## src/rtl/npu_axi_rd_dma.sv

```systemverilog
// AXI read DMA: splits a command into 4 KB-safe AR bursts and downsizes R beats into an OUT_WIDTH stream.
// Optional macro NPU_RD_DMA_RESP_CHECK_EN adds a sticky err output for non-OKAY read responses.
module npu_axi_rd_dma #(
  parameter int ADDR_WIDTH  = 64,
  parameter int DATA_WIDTH  = 256,
  parameter int OUT_WIDTH   = 128,
  parameter int ID_WIDTH    = 10,
  parameter int MAX_BURST   = 64,
  parameter int OUTSTANDING = 8,
  parameter int LEN_WIDTH   = 16
) (
  input  logic                  clk,
  input  logic                  rst,
  input  logic                  cmd_valid,
  output logic                  cmd_ready,
  input  logic [ADDR_WIDTH-1:0] cmd_addr,
  input  logic [LEN_WIDTH-1:0]  cmd_beats,
  output logic [ID_WIDTH-1:0]   m_arid,
  output logic [ADDR_WIDTH-1:0] m_araddr,
  output logic [7:0]            m_arlen,
  output logic [2:0]            m_arsize,
  output logic [1:0]            m_arburst,
  output logic                  m_arvalid,
  input  logic                  m_arready,
  input  logic [DATA_WIDTH-1:0] m_rdata,
  input  logic [1:0]            m_rresp,
  input  logic                  m_rlast,
  input  logic                  m_rvalid,
  output logic                  m_rready,
  output logic [OUT_WIDTH-1:0]  out_data,
  output logic                  out_valid,
  input  logic                  out_ready,
`ifdef NPU_RD_DMA_RESP_CHECK_EN
  output logic                  err,
`endif
  output logic                  busy,
  output logic                  done
);

  localparam int RATIO    = DATA_WIDTH / OUT_WIDTH;
  localparam int LANE_W   = (RATIO > 1) ? $clog2(RATIO) : 1;
  localparam int SIZE_LOG = $clog2(DATA_WIDTH / 8);
  localparam int CNT_W    = $clog2(OUTSTANDING + 1);

  typedef enum logic [1:0] {IDLE, ISSUE, DRAIN} state_t;

  state_t                state, state_nxt;
  logic [ADDR_WIDTH-1:0] addr_p0;
  logic [LEN_WIDTH-1:0]  rem_p0;
  logic [CNT_W-1:0]      cnt;
  logic [DATA_WIDTH-1:0] hold_data_p1;
  logic                  vld_p1;
  logic [LANE_W-1:0]     lane_p1;
  logic [8:0]            blen;
  logic                  ar_fire, r_fire, rlast_fire, lane_fire, last_lane;

  // Burst length saturated by remaining beats, MAX_BURST and the distance to the next 4 KB page.
  function automatic logic [8:0] burst_len_f(input logic [LEN_WIDTH-1:0] rem,
                                             input logic [11:0] page_off);
    logic [31:0] lim;
    logic [31:0] to_4k;
    lim   = (32'(rem) < 32'(MAX_BURST)) ? 32'(rem) : 32'(MAX_BURST);
    to_4k = (32'h1000 - {20'd0, page_off}) >> SIZE_LOG;
    if (to_4k < lim) lim = to_4k;
    return 9'(lim);
  endfunction

  assign blen       = burst_len_f(rem_p0, addr_p0[11:0]);
  assign m_arid     = '0;
  assign m_araddr   = addr_p0;
  assign m_arlen    = 8'(blen - 9'd1);
  assign m_arsize   = 3'(SIZE_LOG);
  assign m_arburst  = 2'b01;
  assign ar_fire    = m_arvalid && m_arready;
  assign r_fire     = m_rvalid && m_rready;
  assign rlast_fire = r_fire && m_rlast;
  assign out_valid  = vld_p1;
  assign last_lane  = (lane_p1 == LANE_W'(RATIO - 1));
  assign lane_fire  = vld_p1 && out_ready;
  assign out_data   = OUT_WIDTH'(hold_data_p1 >> (32'(lane_p1) * OUT_WIDTH));
  // Accept a new beat as soon as the last lane of the current one leaves.
  assign m_rready   = (state != IDLE) && (!vld_p1 || (lane_fire && last_lane));
  assign busy       = (state != IDLE) && !done;

  always_comb begin
    state_nxt = state;
    cmd_ready = 1'b0;
    m_arvalid = 1'b0;
    done      = 1'b0;
    case (state)
      IDLE: begin
        cmd_ready = 1'b1;
        if (cmd_valid) state_nxt = ISSUE;
      end
      ISSUE: begin
        if (rem_p0 == '0) begin
          done      = 1'b1;
          state_nxt = IDLE;
        end else begin
          m_arvalid = (cnt != CNT_W'(OUTSTANDING));
          if (m_arvalid && m_arready && (32'(blen) == 32'(rem_p0))) state_nxt = DRAIN;
        end
      end
      DRAIN: begin
        if ((cnt == '0) && lane_fire && last_lane) begin
          done      = 1'b1;
          state_nxt = IDLE;
        end
      end
      default: state_nxt = IDLE;
    endcase
  end

  always_ff @(posedge clk) begin
    if (rst) begin
      state <= IDLE;
      cnt   <= '0;
    end else begin
      state <= state_nxt;
      case ({ar_fire, rlast_fire})
        2'b10:   cnt <= cnt + CNT_W'(1);
        2'b01:   cnt <= cnt - CNT_W'(1);
        default: cnt <= cnt;
      endcase
    end
  end

  // Stage p0: command address/beat bookkeeping
  always_ff @(posedge clk) begin
    if (cmd_ready && cmd_valid) begin
      addr_p0 <= cmd_addr;
      rem_p0  <= cmd_beats;
    end else if (ar_fire) begin
      addr_p0 <= addr_p0 + ADDR_WIDTH'({23'd0, blen} << SIZE_LOG);
      rem_p0  <= rem_p0 - LEN_WIDTH'(blen);
    end
  end

  // Stage p1: R beat holding register and lane selector
  always_ff @(posedge clk) begin
    if (r_fire) hold_data_p1 <= m_rdata;
  end

  always_ff @(posedge clk) begin
    if (rst) begin
      vld_p1  <= 1'b0;
      lane_p1 <= '0;
    end else if (r_fire) begin
      vld_p1  <= 1'b1;
      lane_p1 <= '0;
    end else if (lane_fire) begin
      if (last_lane) begin
        vld_p1  <= 1'b0;
        lane_p1 <= '0;
      end else begin
        lane_p1 <= lane_p1 + LANE_W'(1);
      end
    end
  end

`ifdef NPU_RD_DMA_RESP_CHECK_EN
  always_ff @(posedge clk) begin
    if (rst) err <= 1'b0;
    else if (r_fire && (m_rresp != 2'b00)) err <= 1'b1;
  end
`else
  logic unused_rresp;
  assign unused_rresp = ^m_rresp;
`endif

endmodule

```

## config.mk

```make
export PLATFORM = sky130hd
export DESIGN_NAME = npu_axi_rd_dma
export DESIGN_NICKNAME = d
export VERILOG_FILES = /design/src/rtl/npu_axi_rd_dma.sv
export SDC_FILE = /design/constraint.sdc
export NUM_CORES = 1
export LEC_CHECK = 0
export ABC_AREA = 0
export BUFFER_PORTS_ARGS = -buffer_cell sky130_fd_sc_hd__buf_2
export CAP_MARGIN = 20
export CORE_AREA = 3 3 221 223
export DETAILED_ROUTE_END_ITERATION = 10
export DIE_AREA = 0 0 224 226
export PLACE_DENSITY = 0.65
export SETUP_SLACK_MARGIN = 0.02
export SYNTH_ARGS = -nofsm -noshare
export SYNTH_HDL_FRONTEND = slang
export SYNTH_SLANG_ARGS = --single-unit
```

## constraint.sdc

```tcl
create_clock -name clk -period 8.66 [get_ports clk]
set_clock_uncertainty 0.2 [all_clocks]
set_input_delay 1.732 -clock clk [delete_from_list [all_inputs] [get_ports clk]]
set_output_delay 1.732 -clock clk [all_outputs]
set_load 0.03 [all_outputs]
```

==> impl_metrics.tcl <==
set metrics [dict create \
    status "finished, final reports clean" \
    ys_seq_elements 344 \
    critical_path_peak_fanout 21 \
    first_global_vias 11380 \
    min_path_type "reg2reg" \
    hold_buffers 0 \
    max_slew_margin_pct 24.91 \
    fin_setup_tns_ns 0 \
    p_leak_uw 0.007941 \
    intPower_uw 3618 \
    synthTopCellsByArea "edfxtp_1 (64%), mux2_2 (9.2%), xnor2_1 (3.4%)" \
    detail_route.iter0.violations 626 \
    die_area_sq_mm 0.05062 \
    power-per-cell-area_mw_per_mm2 267.3 \
    cts_tree "built" \
    final_layout_size_suffix_gt1_share_pct 43.25 \
    post_drt_wl_per_cell_microns 20.20 \
    path_class "reg2out" \
    syn_to_final_growth_pct 29.37 \
    fin_util_pct 43.60 \
    remaining_drc_errors 0 \
    synth_edf_count 336 \
    cts_resized 0 \
    global_route.usage.total_pct 17.73 \
    global_route.overflow_total 0 \
    grt_pass1_wl_microns 67880 \
    report.final.slew_viol_count 0 \
    core_area_sq_mm 0.04675 \
    synthArstFlopShare_pct 0 \
    detailedRoute.firstPassIterationCount 5 \
    yosys_warnings 0 \
    yosysMostFrequentCell "edfxtp_1" \
    clock_sink_count 344 \
    setup-violations-final 0 \
    cts-buffers-inserted 39 \
    worst_r2r_startpoint "m_araddr[0]$_DFFE_PP_" \
    hold_viol_final 0 \
    placed_cells_incl_taps 2265 \
    worst_path_largest_cell_delay_ns 0.56 \
    final.period_utilization_pct 88.08 \
    critPathTopFamily "simple AND/OR/NAND/NOR gates" \
    timing_worst_slew_pin_value_ns 1.126 \
    placement.io_buffers 548 \
    grt_setup_unrepaired "false" \
    netlist_instances 1147 \
    clk_path_buf_depth 3 \
    synthesis.area_per_instance_sq_um 13.74 \
    grt_start_max_net_pins 181 \
    worstHoldStart "cnt[3]$_SDFFE_PP0P_" \
    detailedPlacementHpwl_microns 36350 \
    routabilityCongestion 0.8982 \
    clk_root_buffer_cell "clkbuf_16" \
    clkPwrFrac_pct 29.8 \
    syn_area_sq_mm 0.01576 \
    routed_wire_length_microns 47410 \
    die_x_microns 224 \
    seq_power_share_pct 39.8 \
    post-route-min-period_ns 7.628 \
    netlist.area_leader.share_pct 64.04 \
    finalNetCount 2080 \
    row_count 79 \
    synth_cell_types 61 \
    crit_buf_inv 3 \
    power_switching_uw 1832 \
    startpoint "m_araddr[0]$_DFFE_PP_" \
    fin_cells 2347 \
    vias 11390 \
    n_fill_cell 4331 \
    post_drt_antenna_nets 0 \
    vias_per_cell 4.855 \
    die_y_microns 226 \
    synth-main-ff-cell "edfxtp_1" \
    critPathLaunchType "register" \
    crit_required_ns 6.73 \
    cp-end-kind "output port" \
    initial_core_util_pct 33.70 \
    ys_seq_area_share_pct 65.05 \
    antenna_found_initial 31 \
    final_cell_area_sq_mm 0.02038 \
    io_pins 566 \
    drv_cap 0 \
    synth_area_leader_cell "edfxtp_1" \
    path_clk_slew_ns 0.05 \
    max_clock_freq_mhz 131.1 \
    crit_arrival_ns 5.70 \
    combPwrFrac_pct 30.3 \
    cts_setup_buffers 0 \
    netlist_top_cells_count "edfxtp_1 (336), mux2_2 (129), nand2_1 (119), o21ai_0 (69), xnor2_1 (62)" \
    max-vdd-ir-drop_mv 0.2181 \
    insertion_delay_ns 0.54 \
    swShare_pct 33.61 \
    detailed_place.area_sq_mm 0.01911 \
    htreeDepth 2 \
    worstPathCellList "or4_1 > or3_1 > or3_1 > nor4_4 > xnor2_1 > ha_1 > and2_1 > a21boi_0 > nor2b_1 > o21a_1 > buf_4 > o21ai_0 > inv_1 > ha_1 > mux2i_1 > xnor2_1 > a21oi_1 > buf_2" \
    cp_slowest_cell "o21ai_0" \
]
==> power groups by stage <==
stage | Sequential (uW) | Clock [uW] | Combinational (uW)
finish | 2170 | 1630 | 1650
global route | 2190 | 1740 | 1810
CTS | 2170 | 1670 | 1650
detailed placement | 2210 | 0 | 1650
global placement | 2200 | 0 | 1620
floorplan | 2280 | 0 | 1090
==> path summary, 6_finish.rpt <==
kind | depth (start not counted) | end | slack [ns]
worst max-delay path | 18 | m_arlen[6] | 1.03
worst min register to register | 2 | cnt[3]$_SDFFE_PP0P_ | 0.31
worst max register to register | 21 | m_araddr[51]$_DFFE_PP_ | 1.54
worst min-delay path | 2 | cnt[3]$_SDFFE_PP0P_ | 0.31
==> kinds of logic (layout without fill, tap and decap cells) <==
group                    after synthesis  in the layout  synth area share (%)
other                                  2             31               0.04766
adder cells (fa/ha/maj)               36             36                 3.002
AO/OA/AOI/OAI                        152            152                 5.662
multiplexers                         135            135                 9.601
buffers and inverters                 89            653                 2.549
flip-flops                           344            344                 65.05
AND/OR/NAND/NOR                      310            310                 9.696
XOR/XNOR                              79             79                 4.391
==> stage by stage <==
step	setup slack, ns	hold WS (ns)	total power [uW]
after floorplan	1.645	0.2784	3368
after global placement	1.602	0.2922	3817
after detailed placement	1.532	0.3048	3850
after CTS	0.9157	0.3143	5498
after global routing	0.5889	0.3781	5735
final	1.032	0.3109	5450
==> layout by cell type (no fill, tap or decap), types with 9 or more instances in the layout <==
master and n:
xnor2_1 62, buf_2 548, nand4_1 11, ha_1 33
clkbuf_16 40, edfxtp_1 336, nor2_1 53, conb_1 18
a21oi_1 36, a21o_1 9, o21ai_0 69, nand3_1 19
inv_1 27, clkbuf_1 12, nand2_1 118, and3_1 23
diode_2 13, nor3_1 21, xor2_1 17, nor4_1 23
mux2_2 129
==> state kept, by name (all words and copies together) (netlist names) <==
name          flops
cnt               4
hold_data_p1    256
lane_p1           1
m_araddr         64
out_valid         1
rem_p0           16
state             2
==> worst register-to-register path, stage by stage (launching register included) <==
cell and delay (ns):
edfxtp_1 0.37, or4_1 0.55, or3_1 0.47, or3_1 0.52, nor4_4 0.26, xnor2_1 0.19, ha_1 0.26, and2_1 0.18
a21boi_0 0.14, nor2b_1 0.21, o21a_1 0.15, buf_4 0.23, o21ai_0 0.30, fa_1 0.57, a21o_1 0.21, a21o_1 0.20
a2111oi_0 0.81, o21a_1 0.25, buf_4 0.29, nor4_1 0.14, xnor2_1 0.22, o21ai_0 0.10
==> per-layer routing <==
layer	part of all wire, %	global-route usage, %	vias up
met5	0.29	0	-
met4	5.7	9.534	24
met3	9.3	7.344	124
met2	49	30.23	460
met1	35	18.78	5405
li1	-	-	5381
==> cell type report <==
class / instances / area (sq um) / share of cell area [%]
Multi-Input combinational cell: 730 / 5175 / 25.39
Clock inverter: 17 / 196.4 / 0.9637
Tap cell: 607 / 759.5 / 3.726
Sequential cell: 344 / 10250 / 50.30
Clock buffer: 52 / 1046 / 5.131
Antenna cell: 13 / 32.53 / 0.1596
Inverter: 28 / 106.4 / 0.5217
Timing Repair Buffer: 556 / 2815 / 13.81
Note: power is estimated with default switching activity, not from simulation.
